--- config.mk ---
export PLATFORM = sky130hd
export DESIGN_NAME = capture_sequencer
export DESIGN_NICKNAME = d
export VERILOG_FILES = /design/src/rtl/capture_sequencer.sv
export SDC_FILE = /design/constraint.sdc
export NUM_CORES = 1
export LEC_CHECK = 0
export CORE_ASPECT_RATIO = 0.75
export CORE_UTILIZATION = 24
export DETAILED_ROUTE_END_ITERATION = 6
export HOLD_SLACK_MARGIN = 0.1
export MAX_ROUTING_LAYER = met4
export SYNTH_ARGS = -nofsm -noshare
export SYNTH_HDL_FRONTEND = slang
export SYNTH_SLANG_ARGS = --single-unit
--- constraint.sdc ---
create_clock -name adc_clk -period 8.65 [get_ports adc_clk]
set_clock_uncertainty 0.05 [all_clocks]
set_input_delay 1.73 -clock adc_clk [delete_from_list [all_inputs] [get_ports adc_clk]]
set_output_delay 1.73 -clock adc_clk [all_outputs]
set_load 0.05 [all_outputs]
--- src/rtl/capture_sequencer.sv ---
// Sequences one acquisition run: flush the discriminator, enable buffer writes,
// stop on command/full/limit/timeout, drain the pipeline, then report the cause.
module capture_sequencer #(
  parameter int CHANNELS      = 8,
  parameter int FLUSH_CYCLES  = 4,
  parameter int DRAIN_CYCLES  = 66,
  parameter int COUNT_WIDTH   = 32,
  parameter int TIMEOUT_WIDTH = 32
) (
  input  logic                     adc_clk,
  input  logic                     adc_reset_n,
  input  logic                     cmd_valid,
  output logic                     cmd_ready,
  input  logic [1:0]               cmd_op,
  input  logic [COUNT_WIDTH-1:0]   cfg_sample_limit,
  input  logic [TIMEOUT_WIDTH-1:0] cfg_timeout,
  input  logic                     cfg_full_all,
  input  logic [CHANNELS-1:0]      cfg_channel_mask,
  input  logic [CHANNELS-1:0]      disc_valid,
  input  logic [CHANNELS-1:0]      buf_full,
  output logic                     adc_reset_state,
  output logic                     adc_capture_enable,
  output logic [2:0]               status_state,
  output logic [COUNT_WIDTH-1:0]   status_sample_count,
  output logic                     done_valid,
  output logic [2:0]               done_cause
);

  localparam logic [2:0] ST_IDLE  = 3'd0;
  localparam logic [2:0] ST_FLUSH = 3'd1;
  localparam logic [2:0] ST_RUN   = 3'd2;
  localparam logic [2:0] ST_DRAIN = 3'd3;
  localparam logic [2:0] ST_DONE  = 3'd4;

  localparam logic [1:0] OP_START = 2'd1;
  localparam logic [1:0] OP_STOP  = 2'd2;
  localparam logic [1:0] OP_ABORT = 2'd3;

  localparam logic [2:0] CAUSE_SW      = 3'd0;
  localparam logic [2:0] CAUSE_FULL    = 3'd1;
  localparam logic [2:0] CAUSE_LIMIT   = 3'd2;
  localparam logic [2:0] CAUSE_TIMEOUT = 3'd3;
  localparam logic [2:0] CAUSE_ABORT   = 3'd4;

  localparam int PW = $clog2(CHANNELS + 1);
  localparam int FW = (FLUSH_CYCLES > 1) ? $clog2(FLUSH_CYCLES) : 1;
  localparam int DW = (DRAIN_CYCLES > 1) ? $clog2(DRAIN_CYCLES) : 1;
  localparam logic [FW-1:0] FLUSH_LAST = FW'(FLUSH_CYCLES - 1);
  localparam logic [DW-1:0] DRAIN_LAST = DW'(DRAIN_CYCLES - 1);

  logic [2:0]               state_reg;
  logic                     ready_reg;
  logic [FW-1:0]            flush_cnt_reg;
  logic [DW-1:0]            drain_cnt_reg;
  logic [COUNT_WIDTH-1:0]   count_reg;
  logic [TIMEOUT_WIDTH-1:0] timer_reg;
  logic [COUNT_WIDTH-1:0]   limit_reg;
  logic [TIMEOUT_WIDTH-1:0] timeout_reg;
  logic [CHANNELS-1:0]      mask_reg;
  logic                     full_all_reg;
  logic                     done_valid_reg;
  logic [2:0]               done_cause_reg;

  logic [CHANNELS-1:0]    masked_valid;
  logic [CHANNELS-1:0]    masked_full;
  logic [PW-1:0]          valid_popcount;
  logic [COUNT_WIDTH:0]   count_sum;
  logic [COUNT_WIDTH-1:0] count_sat;
  logic                   counting;
  logic                   full_hit;
  logic                   limit_hit;
  logic                   timeout_hit;
  logic                   cmd_fire;
  logic                   op_start;
  logic                   op_stop;
  logic                   op_abort;
  logic                   run_start;

  assign masked_valid = disc_valid & mask_reg;
  assign masked_full  = buf_full & mask_reg;

  always_comb begin
    valid_popcount = '0;
    for (int i = 0; i < CHANNELS; i++) begin
      valid_popcount = valid_popcount + PW'(masked_valid[i]);
    end
  end

  // Saturating accumulate; stop decisions look at the count including this cycle's samples.
  assign count_sum = {1'b0, count_reg} + (COUNT_WIDTH + 1)'(valid_popcount);
  assign count_sat = count_sum[COUNT_WIDTH] ? '1 : count_sum[COUNT_WIDTH-1:0];
  assign counting  = (state_reg == ST_RUN) || (state_reg == ST_DRAIN);

  assign full_hit    = full_all_reg ? ((mask_reg != '0) && (masked_full == mask_reg))
                                    : (masked_full != '0);
  assign limit_hit   = (limit_reg != '0) && (count_sat >= limit_reg);
  assign timeout_hit = (timeout_reg != '0) && (timer_reg == timeout_reg - TIMEOUT_WIDTH'(1));

  assign cmd_ready = ready_reg && (state_reg != ST_FLUSH);
  assign cmd_fire  = cmd_valid && cmd_ready;
  assign op_start  = cmd_fire && (cmd_op == OP_START);
  assign op_stop   = cmd_fire && (cmd_op == OP_STOP);
  assign op_abort  = cmd_fire && (cmd_op == OP_ABORT);
  assign run_start = op_start && ((state_reg == ST_IDLE) || (state_reg == ST_DONE));

  always_ff @(posedge adc_clk) begin
    if (!adc_reset_n) begin
      state_reg      <= ST_IDLE;
      ready_reg      <= 1'b0;
      flush_cnt_reg  <= '0;
      drain_cnt_reg  <= '0;
      count_reg      <= '0;
      timer_reg      <= '0;
      limit_reg      <= '0;
      timeout_reg    <= '0;
      mask_reg       <= '0;
      full_all_reg   <= 1'b0;
      done_valid_reg <= 1'b0;
      done_cause_reg <= CAUSE_SW;
    end else begin
      ready_reg      <= 1'b1;
      done_valid_reg <= 1'b0;
      if (counting) begin
        count_reg <= count_sat;
      end
      if ((state_reg == ST_RUN) && (timer_reg != '1)) begin
        timer_reg <= timer_reg + TIMEOUT_WIDTH'(1);
      end

      case (state_reg)
        ST_IDLE, ST_DONE: begin
          if (op_stop) state_reg <= ST_IDLE;
        end
        ST_FLUSH: begin
          if (flush_cnt_reg == FLUSH_LAST) state_reg <= ST_RUN;
          else flush_cnt_reg <= flush_cnt_reg + FW'(1);
        end
        ST_RUN: begin
          drain_cnt_reg <= '0;
          if (op_abort) begin
            state_reg      <= ST_DONE;
            done_valid_reg <= 1'b1;
            done_cause_reg <= CAUSE_ABORT;
          end else if (op_stop) begin
            state_reg      <= ST_DRAIN;
            done_cause_reg <= CAUSE_SW;
          end else if (full_hit) begin
            state_reg      <= ST_DRAIN;
            done_cause_reg <= CAUSE_FULL;
          end else if (limit_hit) begin
            state_reg      <= ST_DRAIN;
            done_cause_reg <= CAUSE_LIMIT;
          end else if (timeout_hit) begin
            state_reg      <= ST_DRAIN;
            done_cause_reg <= CAUSE_TIMEOUT;
          end
        end
        ST_DRAIN: begin
          // A full buffer ends the drain early but keeps the original stop cause.
          if (op_abort) begin
            state_reg      <= ST_DONE;
            done_valid_reg <= 1'b1;
            done_cause_reg <= CAUSE_ABORT;
          end else if (full_hit || (drain_cnt_reg == DRAIN_LAST)) begin
            state_reg      <= ST_DONE;
            done_valid_reg <= 1'b1;
          end else begin
            drain_cnt_reg <= drain_cnt_reg + DW'(1);
          end
        end
        default: state_reg <= ST_IDLE;
      endcase

      if (run_start) begin
        state_reg      <= ST_FLUSH;
        flush_cnt_reg  <= '0;
        count_reg      <= '0;
        timer_reg      <= '0;
        done_cause_reg <= CAUSE_SW;
        limit_reg      <= cfg_sample_limit;
        timeout_reg    <= cfg_timeout;
        mask_reg       <= cfg_channel_mask;
        full_all_reg   <= cfg_full_all;
      end
    end
  end

  assign status_state        = state_reg;
  assign adc_reset_state     = (state_reg == ST_IDLE) || (state_reg == ST_FLUSH);
  assign adc_capture_enable  = counting;
  assign status_sample_count = count_reg;
  assign done_valid          = done_valid_reg;
  assign done_cause          = done_cause_reg;

endmodule

==> flow_summary_export.csv, run 1 <==
group,metric,value,unit
run_status,run_status,"finished, final reports clean",
sta,final_period_minus_worst_setup_slack,8150,ps
grt,track_usage,15.2,%
power_and_ir_drop,pint,1.30,mW
setup_path,cp_data_required_time,8950,ps
synth,synthDistinctLibCells,67,
power_and_ir_drop,power_switching,0.538,mW
synth,synth-edff-count,0,
cts,holdBufCountCts,0,
power_and_ir_drop,switching_share,29.3,%
cts,clk_path_buf_depth,2,
routing,drt_drc_violations_left,0,
setup_path,worst_path_most_repeated_cell,"fa_1",
sta,grt_setup_unrepaired,"false",
power_and_ir_drop,design_power_total,1.83,mW
placed_design,port_buffers,135,
setup_path,timing.critical_path.slowest_cell_delay,530,ps
routing,routed_wl,28900,um
routing,detail_route.iter0.violations,542,
setup_path,worst_path_max_delay_cell,"fa_1",
routing,ant_nets,0,
floorplanning,core_ar,0.0383,mm^2
placed_design,finalWeightedCongestion,0.863,
synth,synth_seq_cells,154,
synth,synthesis.area_per_instance,7.79,um^2
sta,setup_viol,0,
synth,synth_most_common_cell,"nand2_1",
sta,max_slew_margin,23.8,%
setup_path,worst_path_dominant_cell_family,"adder cells",
power_and_ir_drop,power.leakage,4.25,nW
synth,synth_nets,1339,
setup_path,worstSetupStartpointType,"input pin",
cts,cts_repair_resize_count,0,
hold_path,timing.hold.worst_path_depth,2,
synth,yosys_warnings,0,
synth,seq_area_frac_synth,33.0,%
cells_and_area,drive_above_1_share,4.56,%
setup_path,worst-endpoint-arrival,8450,ps
power_and_ir_drop,power.share.clock,41.7,%
sta,timing.fmax,123,MHz
synth,synth_commonest_cells,"nand2_1 (240), dfxtp_1 (154), nor2_1 (88)",
setup_path,worst_r2r_path_depth,28,
sta,final_min_period_over_clock_period,94.2,%
cts,clock-sinks,154,
cts,clk_pin_slew_worst_paths,70,ps
cells_and_area,final_nets,1445,
setup_path,path_depth,29,
cells_and_area,area_delta_synth_final,26.1,%
sta,slew_violations,0,
synth,synth_top_area_share,33.0,%
sta,totalNegativeSetupSlack,0,ps
power_and_ir_drop,power.combinational.fraction,17.5,%
setup_path,worstPathBufferInverterCount,7,
power_and_ir_drop,p_seq_share,40.9,%
floorplanning,die-height,173,um
grt,grt_pass1_vias,8452,
setup_path,r2r_start,"mask_reg[0]$_SDFFE_PN0P_",
cts,clock_tree.root_cell,"clkbuf_16",
setup_path,critical_path.startpoint,"disc_valid[0]",
sta,final_hold_vio_count,0,
cts,cts-htree-levels,4,
grt,antenna_found_initial,0,
power_and_ir_drop,irDropWorstVdd,0.000107,V
floorplanning,floorplan.die.width,230,um
synth,syn-instance-count,1197,
grt,global_route_wire_length_before_repair,46200,um
floorplanning,start_util,24.3,%
synth,dominant_cells_by_area_after_synthesis,"dfxtp_1 (33%), nand2_1 (9.7%), a21boi_0 (6.0%), ha_1 (5.8%), xor2_1 (4.1%)",
setup_path,timing.critical_path.to_type,"register",
hold_path,hold_path_class,"reg -> reg",
routing,avgRoutedWirePerCell,15.8,um
floorplanning,num_rows,62,
routing,vias_per_cell,4.88,
routing,route.vias.total,8924,
placed_design,place_hpwl,21100,um
synth,ys_dominant_reg_cell,"dfxtp_1",
cts,clock_insertion_delay_worst_skew,440,ps
floorplanning,count_of_boundary_i_o_pins,136,
setup_path,timing.critical_path.fanout_max,39,
power_and_ir_drop,pwr_cell_area,156,mW/mm^2
hold_path,worst_min_path_start,"limit_reg[20]$_SDFFE_PN0P_",
cts,cts_made_buffers,17,
cells_and_area,layout.filler_cells,4113,
grt,overflow,0,
floorplanning,die-area,0.0397,mm^2
setup_path,worst-r2r-setup-slack,1840,ps
grt,largest_net_degree_at_the_start_of_global_routing,85,
sta,timing_worst_slew_pin_value,1130,ps
synth,synthArstFlopShare,0,%
cts,cts_tree,"built",
cells_and_area,antennaDiodeCount,0,
synth,syn-cell-area,0.00933,mm^2
routing,drt_pass1_iterations,5,
cts,number_of_buffers_added_for_setup_after_cts,0,
setup_path,critPathKind,"in -> reg",
synth,synth_largest_area_cell,"dfxtp_1",
flow_run,maxCapViolations,0,
-- layout make-up --
type | count | area (um^2) | area share (%)
Timing Repair Buffer | 146 | 1440 | 12.2
Sequential cell | 154 | 3080 | 26.2
Tap cell | 512 | 641 | 5.44
Multi-Input combinational cell | 938 | 5840 | 49.7
Clock buffer | 19 | 443 | 3.76
Clock inverter | 13 | 144 | 1.22
Inverter | 46 | 173 | 1.47
-- power groups by stage --
| stage | Sequential (mW) | Combinational [mW] | Clock, mW |
|---|---|---|---|
| after global placement | 0.765 | 0.315 | 0 |
| after detailed placement | 0.765 | 0.319 | 0 |
| final | 0.749 | 0.320 | 0.764 |
| after CTS | 0.749 | 0.320 | 0.788 |
| after global routing | 0.752 | 0.353 | 0.817 |
| after floorplan | 0.769 | 0.187 | 0 |
-- cells in the final DEF, fill, tap and decap left out, types with 5 or more instances in the layout --
cell	synthesis	final
nand2_1	240	239
o21ai_0	43	43
a41oi_1	7	7
xor2_1	44	44
nor4_1	21	21
dfxtp_1	154	154
buf_4	1	10
clkbuf_16	0	17
a211o_1	12	12
ha_1	43	43
clkdlybuf4s50_1	0	134
nor2b_1	23	23
nand2b_1	5	5
a211oi_1	8	8
xnor2_1	39	39
a21o_1	6	6
inv_1	46	46
or3_1	8	8
nor3_1	21	21
a22oi_1	6	6
nand3_1	27	27
a311oi_1	13	13
clkinv_4	0	5
and4_1	13	13
a21oi_1	56	56
and3_1	16	16
a31oi_1	18	18
fa_1	5	5
a21boi_0	74	74
or4_1	5	5
and2_1	14	14
o21a_1	6	6
nand4_1	25	25
o211ai_1	5	5
nor2_1	88	88
-- cells by family (layout without fill, tap and decap cells) --
family | after synthesis | in the layout | share of synthesized area (%)
AOI/OAI and AO/OA | 271 | 271 | 19.6
xor gates and xnor gates | 83 | 83 | 7.79
adders and majority gates | 48 | 48 | 6.84
buffers and inverters | 105 | 224 | 4.36
DFF | 154 | 154 | 33.0
muxes | 1 | 1 | 0.107
and+or+nand+nor | 535 | 535 | 28.3
-- worst paths after layout --
check	endpoint
worst max-delay path	done_cause[0]$_SDFFE_PP0P_
worst min-delay path	limit_reg[20]$_SDFFE_PN0P_
worst max register to register	done_cause[0]$_SDFFE_PP0P_
worst min register to register	limit_reg[20]$_SDFFE_PN0P_
-- stage by stage --
stage	cell area [um^2]	instances	hold slack, ps	worst slack (ps)	utilization (%)
floorplan	9330	1197	406	783	-
global placement	11200	1796	416	240	29.2
detailed placement	11200	1796	429	70.7	29.2
CTS	11800	1828	439	531	30.7
global route	11800	1828	454	180	30.7
finish	11800	1828	436	499	30.7
-- layer usage --
layer / up-vias / share of wire [%] / GRT usage, % / routed length (um)
met2: 222 / 40 / 20.7 / 11600
met1: 4231 / 52 / 22.1 / 15100
li1: 4437 / - / - / -
met5: - / 0 / - / 0
met3: 34 / 5.3 / 2.70 / 1520
met4: 0 / 2.3 / 5.08 / 658
-- worst min-delay path: cells and delay by family, from the launching register on --
kind	cells	cell delay (ps)
flops	1	330
compound gates	1	60
simple gates	1	50
(Power assumes the default switching activity.)
==> run 2: changes to the inputs <==
==> constraint.sdc (replaced) <==
create_clock -name adc_clk -period 6.5 [get_ports adc_clk]
set_clock_uncertainty 0.05 [all_clocks]
set_input_delay 1.3 -clock adc_clk [delete_from_list [all_inputs] [get_ports adc_clk]]
set_output_delay 1.3 -clock adc_clk [all_outputs]
set_load 0.05 [all_outputs]
==> run 2 against run 1 <==
Effect of this change:
- total power rose by 34%
- the flow now finishes with violations (setup timing)
- via count up 3.1%
- combinational power is 43% higher
- utilization is 2.1 points higher
- highest routed layer unchanged
- non-clock buffer count is 62 higher
- largest cell class unchanged
- design area grew 6.7%
==> flow_summary_export.csv, run 2 (same netlist as run 1, synthesis figures left out) <==
group,metric,value,unit
grt,track_usage,15.7,%
setup_path,worst-endpoint-arrival,6920,ps
setup_path,critPathKind,"in -> reg",
sta,timing.fmax,152,MHz
grt,largest_net_degree_at_the_start_of_global_routing,85,
sta,max_slew_margin,16.8,%
routing,avgRoutedWirePerCell,16.0,um
cells_and_area,seqCellArea,0.00308,mm^2
setup_path,timing.critical_path.slowest_cell_delay,490,ps
power_and_ir_drop,pwr_cell_area,196,mW/mm^2
cts,cts_tree,"built",
cells_and_area,layout.cells.most_common,"nand2_1",
floorplanning,die-height,173,um
setup_path,worstSetupStartpointType,"input pin",
placed_design,place_worst_setup_slack,-843,ps
cells_and_area,drive_above_1_share,12.5,%
flow_run,maxCapViolations,0,
floorplanning,die-area,0.0397,mm^2
routing,routed_wl,30300,um
cts,cts-htree-levels,4,
floorplanning,floorplan.die.width,230,um
cts,clock-sinks,154,
placed_design,place_hpwl,22200,um
power_and_ir_drop,irDropWorstVdd,0.000151,V
grt,overflow,0,
routing,detail_route.wirelength.met1,15700,um
run_status,run_status,"finished, violations left",
power_and_ir_drop,design_power_total,2.46,mW
power_and_ir_drop,power.leakage,4.60,nW
sta,final_period_minus_worst_setup_slack,6590,ps
hold_path,hold_path_class,"reg -> reg",
routing,wl_met2,12800,um
placed_design,port_buffers,135,
routing,detail_route.iter0.violations,581,
floorplanning,num_rows,62,
floorplanning,start_util,24.3,%
routing,met3RoutedLength,1580,um
routing,route.top_layer_used,"met4",
hold_path,timing.hold.worst_path_depth,2,
cells_and_area,multi_input_combinational_cell_area,0.00616,mm^2
setup_path,worst-r2r-setup-slack,470,ps
floorplanning,core_ar,0.0383,mm^2
routing,ant_nets,0,
grt,antenna_found_initial,2,
cts,clk_pin_slew_worst_paths,70,ps
cts,clock_tree.root_cell,"clkbuf_16",
cells_and_area,final_util,32.8,%
sta,grt_setup_unrepaired,"true",
cells_and_area,layout.filler_cells,4062,
cells_and_area,finish.cell_count_without_fillers,1892,
routing,drt_drc_violations_left,0,
floorplanning,count_of_boundary_i_o_pins,136,
routing,vias_per_cell,4.86,
sta,layout_setup_ws,-92.1,ps
placed_design,placement.cell_area,0.0117,mm^2
run_status,violations,"setup timing",
sta,hold_slack,438,ps
routing,route.vias.total,9197,
placed_design,finalWeightedCongestion,0.859,
setup_path,worst_r2r_path_depth,28,
routing,drt_pass1_iterations,5,
cells_and_area,final_nets,1507,
cells_and_area,final_cell_mix,"nand2_1 (231), dfxtp_1 (154), clkdlybuf4s50_1 (132), nor2_1 (86), a21boi_0 (74)",
setup_path,timing.critical_path.to_type,"register",
grt,global_route_wire_length_before_repair,47700,um
cells_and_area,postLayoutCellArea,0.0126,mm^2
setup_path,worst_path_max_delay_cell,"fa_1",
sta,slew_violations,0,
sta,final_min_period_over_clock_period,101,%
placed_design,dp.cells,1842,
cts,clock_insertion_delay_worst_skew,450,ps
setup_path,timing.critical_path.fanout_max,7,
cts,clk_path_buf_depth,2,
cells_and_area,area_delta_synth_final,34.6,%
sta,totalNegativeSetupSlack,-147,ps
setup_path,cp_data_required_time,6830,ps
grt,grt_pass1_vias,8773,
cts,cts_made_buffers,17,
sta,timing_worst_slew_pin_value,1240,ps
sta,setup_viol,2,
sta,final_hold_vio_count,0,
run 2: cell types whose count changed in the layout (fill, tap and decap cells not counted), sizes merged:
cell | before | now
inv | 48 | 53
buf | 12 | 76
clkinvlp | 1 | 3
clkdlybuf4s50 | 134 | 132
bufinv | 2 | 1
clkbuf | 19 | 18
clkinv | 8 | 3
diode | 0 | 2
run 2: repair_timing:
item | in CTS | in global routing
hold buffers | 0 | 0
setup buffers | 6 | 10
resized for setup | 14 | 30
pin swaps | 25 | 25
setup endpoints to repair | 5 | 5
run 2: critical path: cells and delay by family:
| kind | cells | cell delay (ps) |
|---|---|---|
| adders and majority gates | 6 | 2340 |
| AOI/OAI and AO/OA | 8 | 1250 |
| and+or+nand+nor | 6 | 1200 |
| buffers and inverters | 9 | 840 |
run 2: worst paths after layout:
check	from	endpoint
setup / recovery	disc_valid[0]	done_cause[0]$_SDFFE_PP0P_
setup reg to reg	mask_reg[0]$_SDFFE_PN0P_	done_cause[0]$_SDFFE_PP0P_
hold / removal	limit_reg[4]$_SDFFE_PN0P_	limit_reg[4]$_SDFFE_PN0P_
hold reg to reg	limit_reg[4]$_SDFFE_PN0P_	limit_reg[4]$_SDFFE_PN0P_
run 2: layer usage:
layer  global-route usage [%]  vias to the layer above
met5                        -                        -
met4                     3.17                        0
met3                     3.56                       20
met2                     22.5                      243
met1                     22.2                     4374
li1                         -                     4560
run 2: layout make-up:
type                    instances  area share (%)
flip-flops and latches        154            24.5
well taps                     512            5.10
clock buffers                  18            3.50
inverters                      46            1.37
repair buffers                208            15.3
clock inverters                14            1.08
multi-input cells             938            49.1
diodes                          2          0.0398
run 2: power breakdown:
part           internal, mW  switching (mW)  total, mW
clock network         0.546           0.458       1.00
registers             0.965          0.0323      0.997
logic                 0.196           0.261      0.457
total                  1.71           0.751       2.46
